--- config.mk ---
export PLATFORM = sky130hd
export DESIGN_NAME = dmux_stream_1xn
export DESIGN_NICKNAME = d
export VERILOG_FILES = /design/src/rtl/dmux_stream_1xn.sv
export SDC_FILE = /design/constraint.sdc
export NUM_CORES = 1
export LEC_CHECK = 0
export CELL_PAD_IN_SITES_DETAIL_PLACEMENT = 0
export CELL_PAD_IN_SITES_GLOBAL_PLACEMENT = 1
export CORE_UTILIZATION = 37
export DETAILED_ROUTE_END_ITERATION = 10
export GPL_TIMING_DRIVEN = 0
export PLACE_DENSITY = 0.84
export SKIP_LAST_GASP = 1
export SYNTH_ARGS = -nofsm -noshare
export SYNTH_HDL_FRONTEND = slang
export SYNTH_SLANG_ARGS = --single-unit
--- constraint.sdc ---
create_clock -name clk -period 4 [get_ports clk]
set_input_delay 0.6 -clock clk [delete_from_list [all_inputs] [get_ports clk]]
set_output_delay 0.6 -clock clk [all_outputs]
set_load 0.02 [all_outputs]
--- src/rtl/dmux_stream_1xn.sv ---
// dmux_stream_1xn
//   Registered 1-to-N demultiplexer for valid/ready streams. Each word is
//   routed to channel in_sel, or to every channel when in_bcast is set. Each
//   channel owns a one-entry output register with its own backpressure.
//   Words addressed to a non-existent channel (in_sel >= N, possible only
//   when N is not a power of two) are accepted, discarded and counted in a
//   saturating drop counter.
//
// Parameters
//   N   number of output channels (>= 2)
//   W   data width
//   CW  drop counter width
//   SW  select width, derived from N
//
// Ports
//   clk        clock, all state updates on the rising edge
//   rst        synchronous reset, active-high
//   in_valid   upstream word valid
//   in_ready   block can accept the upstream word this cycle
//   in_sel     destination channel index
//   in_bcast   broadcast to all channels (in_sel ignored)
//   in_data    upstream data
//   out_valid  bit k: channel k register holds a word
//   out_ready  bit k: channel k consumer accepts this cycle
//   out_data   channel k data on bits [k*W +: W]
//   drop_cnt   saturating count of dropped words
module dmux_stream_1xn #(
  parameter  int unsigned N  = 4,
  parameter  int unsigned W  = 8,
  parameter  int unsigned CW = 8,
  localparam int unsigned SW = $clog2(N)
) (
  input  logic            clk,
  input  logic            rst,
  input  logic            in_valid,
  output logic            in_ready,
  input  logic [SW-1:0]   in_sel,
  input  logic            in_bcast,
  input  logic [W-1:0]    in_data,
  output logic [N-1:0]    out_valid,
  input  logic [N-1:0]    out_ready,
  output logic [N*W-1:0]  out_data,
  output logic [CW-1:0]   drop_cnt
);

  logic [N-1:0]   v_q, v_d;
  logic [N*W-1:0] d_q, d_d;
  logic [CW-1:0]  cnt_q, cnt_d;

  logic [N-1:0]   free;
  logic [N-1:0]   sel_hit;
  logic [N-1:0]   load;
  logic           sel_ok;
  logic           xfer;
  logic           drop;

  // One-hot decode of in_sel; all-zero means the index is out of range,
  // which avoids indexing a vector past its end.
  always_comb begin
    sel_hit = '0;
    for (int unsigned k = 0; k < N; k++) begin
      sel_hit[k] = (in_sel == k[SW-1:0]);
    end
  end

  assign sel_ok = |sel_hit;
  assign free   = ~v_q | out_ready;

  always_comb begin
    if (in_bcast) begin
      in_ready = &free;
    end else if (sel_ok) begin
      in_ready = |(sel_hit & free);
    end else begin
      in_ready = 1'b1;
    end
  end

  assign xfer = in_valid & in_ready;
  assign drop = xfer & ~in_bcast & ~sel_ok;

  always_comb begin
    load = '0;
    for (int unsigned k = 0; k < N; k++) begin
      load[k] = xfer & (in_bcast | sel_hit[k]);
    end
  end

  // Load takes priority over drain so a consumed word can be replaced in
  // the same cycle; a drained register keeps its last data.
  always_comb begin
    v_d = v_q;
    d_d = d_q;
    for (int unsigned k = 0; k < N; k++) begin
      if (load[k]) begin
        v_d[k]         = 1'b1;
        d_d[k*W +: W]  = in_data;
      end else if (v_q[k] && out_ready[k]) begin
        v_d[k] = 1'b0;
      end
    end
  end

  always_comb begin
    cnt_d = cnt_q;
    if (drop && (cnt_q != '1)) begin
      cnt_d = cnt_q + 1'b1;
    end
  end

  always_ff @(posedge clk) begin
    if (rst) begin
      v_q   <= '0;
      d_q   <= '0;
      cnt_q <= '0;
    end else begin
      v_q   <= v_d;
      d_q   <= d_d;
      cnt_q <= cnt_d;
    end
  end

  assign out_valid = v_q;
  assign out_data  = d_q;
  assign drop_cnt  = cnt_q;

endmodule
==> flow_metrics.env <==
export IMPL_hpwl_microns=4980
export IMPL_synth_seq_cells=44
export IMPL_grt_first_pass_wirelength_microns=10300
export IMPL_grt_max_degree=14
export IMPL_dr_pass1_iters=7
export IMPL_core_area_sq_um=5680
export IMPL_ys_seq_area_share_pct=39.4
export IMPL_initial_utilization_pct=39.4
export IMPL_synth_edf_count=0
export IMPL_io_buffers=60
export IMPL_dieArea_sq_um=6350
export IMPL_hp_class="register to register"
export IMPL_status="complete, no violations"
export IMPL_finalMaxSlewViolations=0
export IMPL_max_slew_margin_pct=44.9
export IMPL_rows=27
export IMPL_route_detailed_drc=0
export IMPL_avgSynthCellArea_sq_um=8.49
export IMPL_postCtsSetupBuffers=0
export IMPL_min_path_cells=1
export IMPL_vdd_drop_max_v=0.000203
export IMPL_synth_area_sq_um=2230
export IMPL_synth_nets=281
export IMPL_p_total_mw=1.05
export IMPL_overflow=0
export IMPL_root_buffer="clkbuf_8"
export IMPL_htreeDepth=2
export IMPL_hold_viol_final=0
export IMPL_final_layout_size_suffix_gt1_share_pct=10.3
export IMPL_worstPathRequired_ns=3.40
export IMPL_hold_buffers=0
export IMPL_wire_per_inst_microns=16.3
export IMPL_first_global_vias=1983
export IMPL_crit_path_start_kind="input pin"
export IMPL_cts_buffer_depth=2
export IMPL_period_minus_slack_ns=3.38
export IMPL_synthMostInstantiatedCell="dfxtp_1"
export IMPL_synth_top_flop_cell="dfxtp_1"
export IMPL_antenna_found_initial=0
export IMPL_maxCapViolCount=0
export IMPL_synth_top_area_share_pct=39.4
export IMPL_path_clk_slew_ns=0.08
export IMPL_netlist_cell_type_count=37
export IMPL_power_density_nw_per_um2=346
export IMPL_setup_violations=0
export IMPL_rsz0062_at_grt="no"
export IMPL_syn_to_final_growth_pct=35.7
export IMPL_yosys_area_top_type="dfxtp_1"
export IMPL_clock_sinks=44
export IMPL_synth_common_cells="dfxtp_1 (44), nand2_1 (34), nor2_1 (28)"
export IMPL_vias=2179
export IMPL_worstRegToRegCells=5
export IMPL_p_leak_nw=1.13
export IMPL_die_y_microns=79.7
export IMPL_final_util_pct=53.4
export IMPL_cts_resized=0
export IMPL_ys_warn_count=0
export IMPL_syn_inst=263
export IMPL_critPathKind="input pin to output pin"
export IMPL_min_period_over_period_pct=84.4
export IMPL_async_flop_share_pct=0
export IMPL_avgViaCountPerCell=5.41
export IMPL_cp_max_fo=10
export IMPL_diodes=0
export IMPL_tns_ns=0
export IMPL_skew_ns=0.00220
export IMPL_die_x_microns=79.7
export IMPL_netlist_top_cells_area="dfxtp_1 (39%), a32oi_1 (9.8%), nand2_1 (5.7%)"
export IMPL_track_usage_pct=21.0
export IMPL_io_pins=63
export IMPL_gp_congestion=0.821
export IMPL_wl_microns=6560
export IMPL_drtIter0Drc=132
export IMPL_cts_buffers=5
export IMPL_fin_nets=348
export IMPL_ant_nets=0
export IMPL_worst_pin_slew_ns=0.825
export IMPL_fmax_mhz=296
export IMPL_cp_end_kind="output pin"
export IMPL_clk_latency_ns=0.30
export IMPL_crit_arrival_ns=2.78
export IMPL_tritoncts="yes"
[layout by cell type (no fill, tap or decap), types with 8 or more instances in the layout]
master           Yosys  layout
nor2_1              28      28
dfxtp_1             44      44
clkdlybuf4s50_1      0      60
nor3b_1             16      16
clkbuf_8             5      10
nor2b_1             11      11
nand2b_1            10      10
o21ai_0              8       8
nand2_1             34      34
nand3_1             24      24
a21oi_1             12      12
a32oi_1             25      25
[state kept, by name (all words and copies together), names as in the netlist]
| name | cells |
|---|---|
| out_data | 32 |
| drop_cnt | 8 |
| out_valid | 4 |
[cell type report]
type	instances	area (sq um)
clock inverter	2	35.0
multi-input combinational	193	1170
inverter	2	7.51
buffer	24	173
timing repair buffer	60	601
fill	566	2640
tap	72	90.1
sequential	44	881
clock buffer	6	72.6
[worst paths after layout]
path | from | to | slack (ns)
setup / recovery | out_ready[3] | in_ready | 0.62
hold / removal | drop_cnt[6] | drop_cnt[6] | 0.47
setup reg to reg | out_valid[3] | out_data[26] | 2.33
hold reg to reg | drop_cnt[6] | drop_cnt[6] | 0.47
[report_power, final]
| group | switching, mW | internal [mW] | total (mW) |
|---|---|---|---|
| sequential | 0.0174 | 0.463 | 0.481 |
| combinational | 0.123 | 0.101 | 0.225 |
| clock | 0.157 | 0.186 | 0.343 |
| total | 0.298 | 0.750 | 1.05 |
[per-layer routing]
metal / up-vias / global-route usage [%] / routed length (microns)
met3: 5 / 3.43 / 346
met4: 0 / 5.45 / 54
met5: - / 0 / 0
met1: 1014 / 29.6 / 3110
met2: 69 / 32.9 / 3060
li1: 1091 / - / -
[per-stage QoR]
step / hold WS [ns] / worst slack (ns) / std cells / instance area, sq um
6_report: 0.471 / 0.622 / 403 / 3030
5_1_grt: 0.484 / 0.528 / 403 / 3030
4_1_cts: 0.471 / 0.633 / 403 / 3030
3_5_place_dp: 0.456 / 0.624 / 395 / 2920
3_3_place_gp: 0.452 / 0.643 / 395 / 2920
2_1_floorplan: 0.546 / 1.77 / 263 / 2230
[critical path, stage by stage]
cell             delay [ns]
clkdlybuf4s50_1        0.42
nor2b_1                0.31
buf_2                  0.29
buf_2                  0.28
nor4_1                 0.08
a32oi_1                0.16
o31ai_1                0.09
clkdlybuf4s50_1        0.54
[cells by family (layout without fill, tap and decap cells)]
| group | after synthesis | count (layout) | synth area share, % |
|---|---|---|---|
| compound gates | 56 | 56 | 19.9 |
| buf+inv | 26 | 94 | 8.07 |
| flops | 44 | 44 | 39.4 |
| mux | 1 | 1 | 0.448 |
| simple gates | 136 | 136 | 32.2 |
Power figures use the tool's default switching activity.
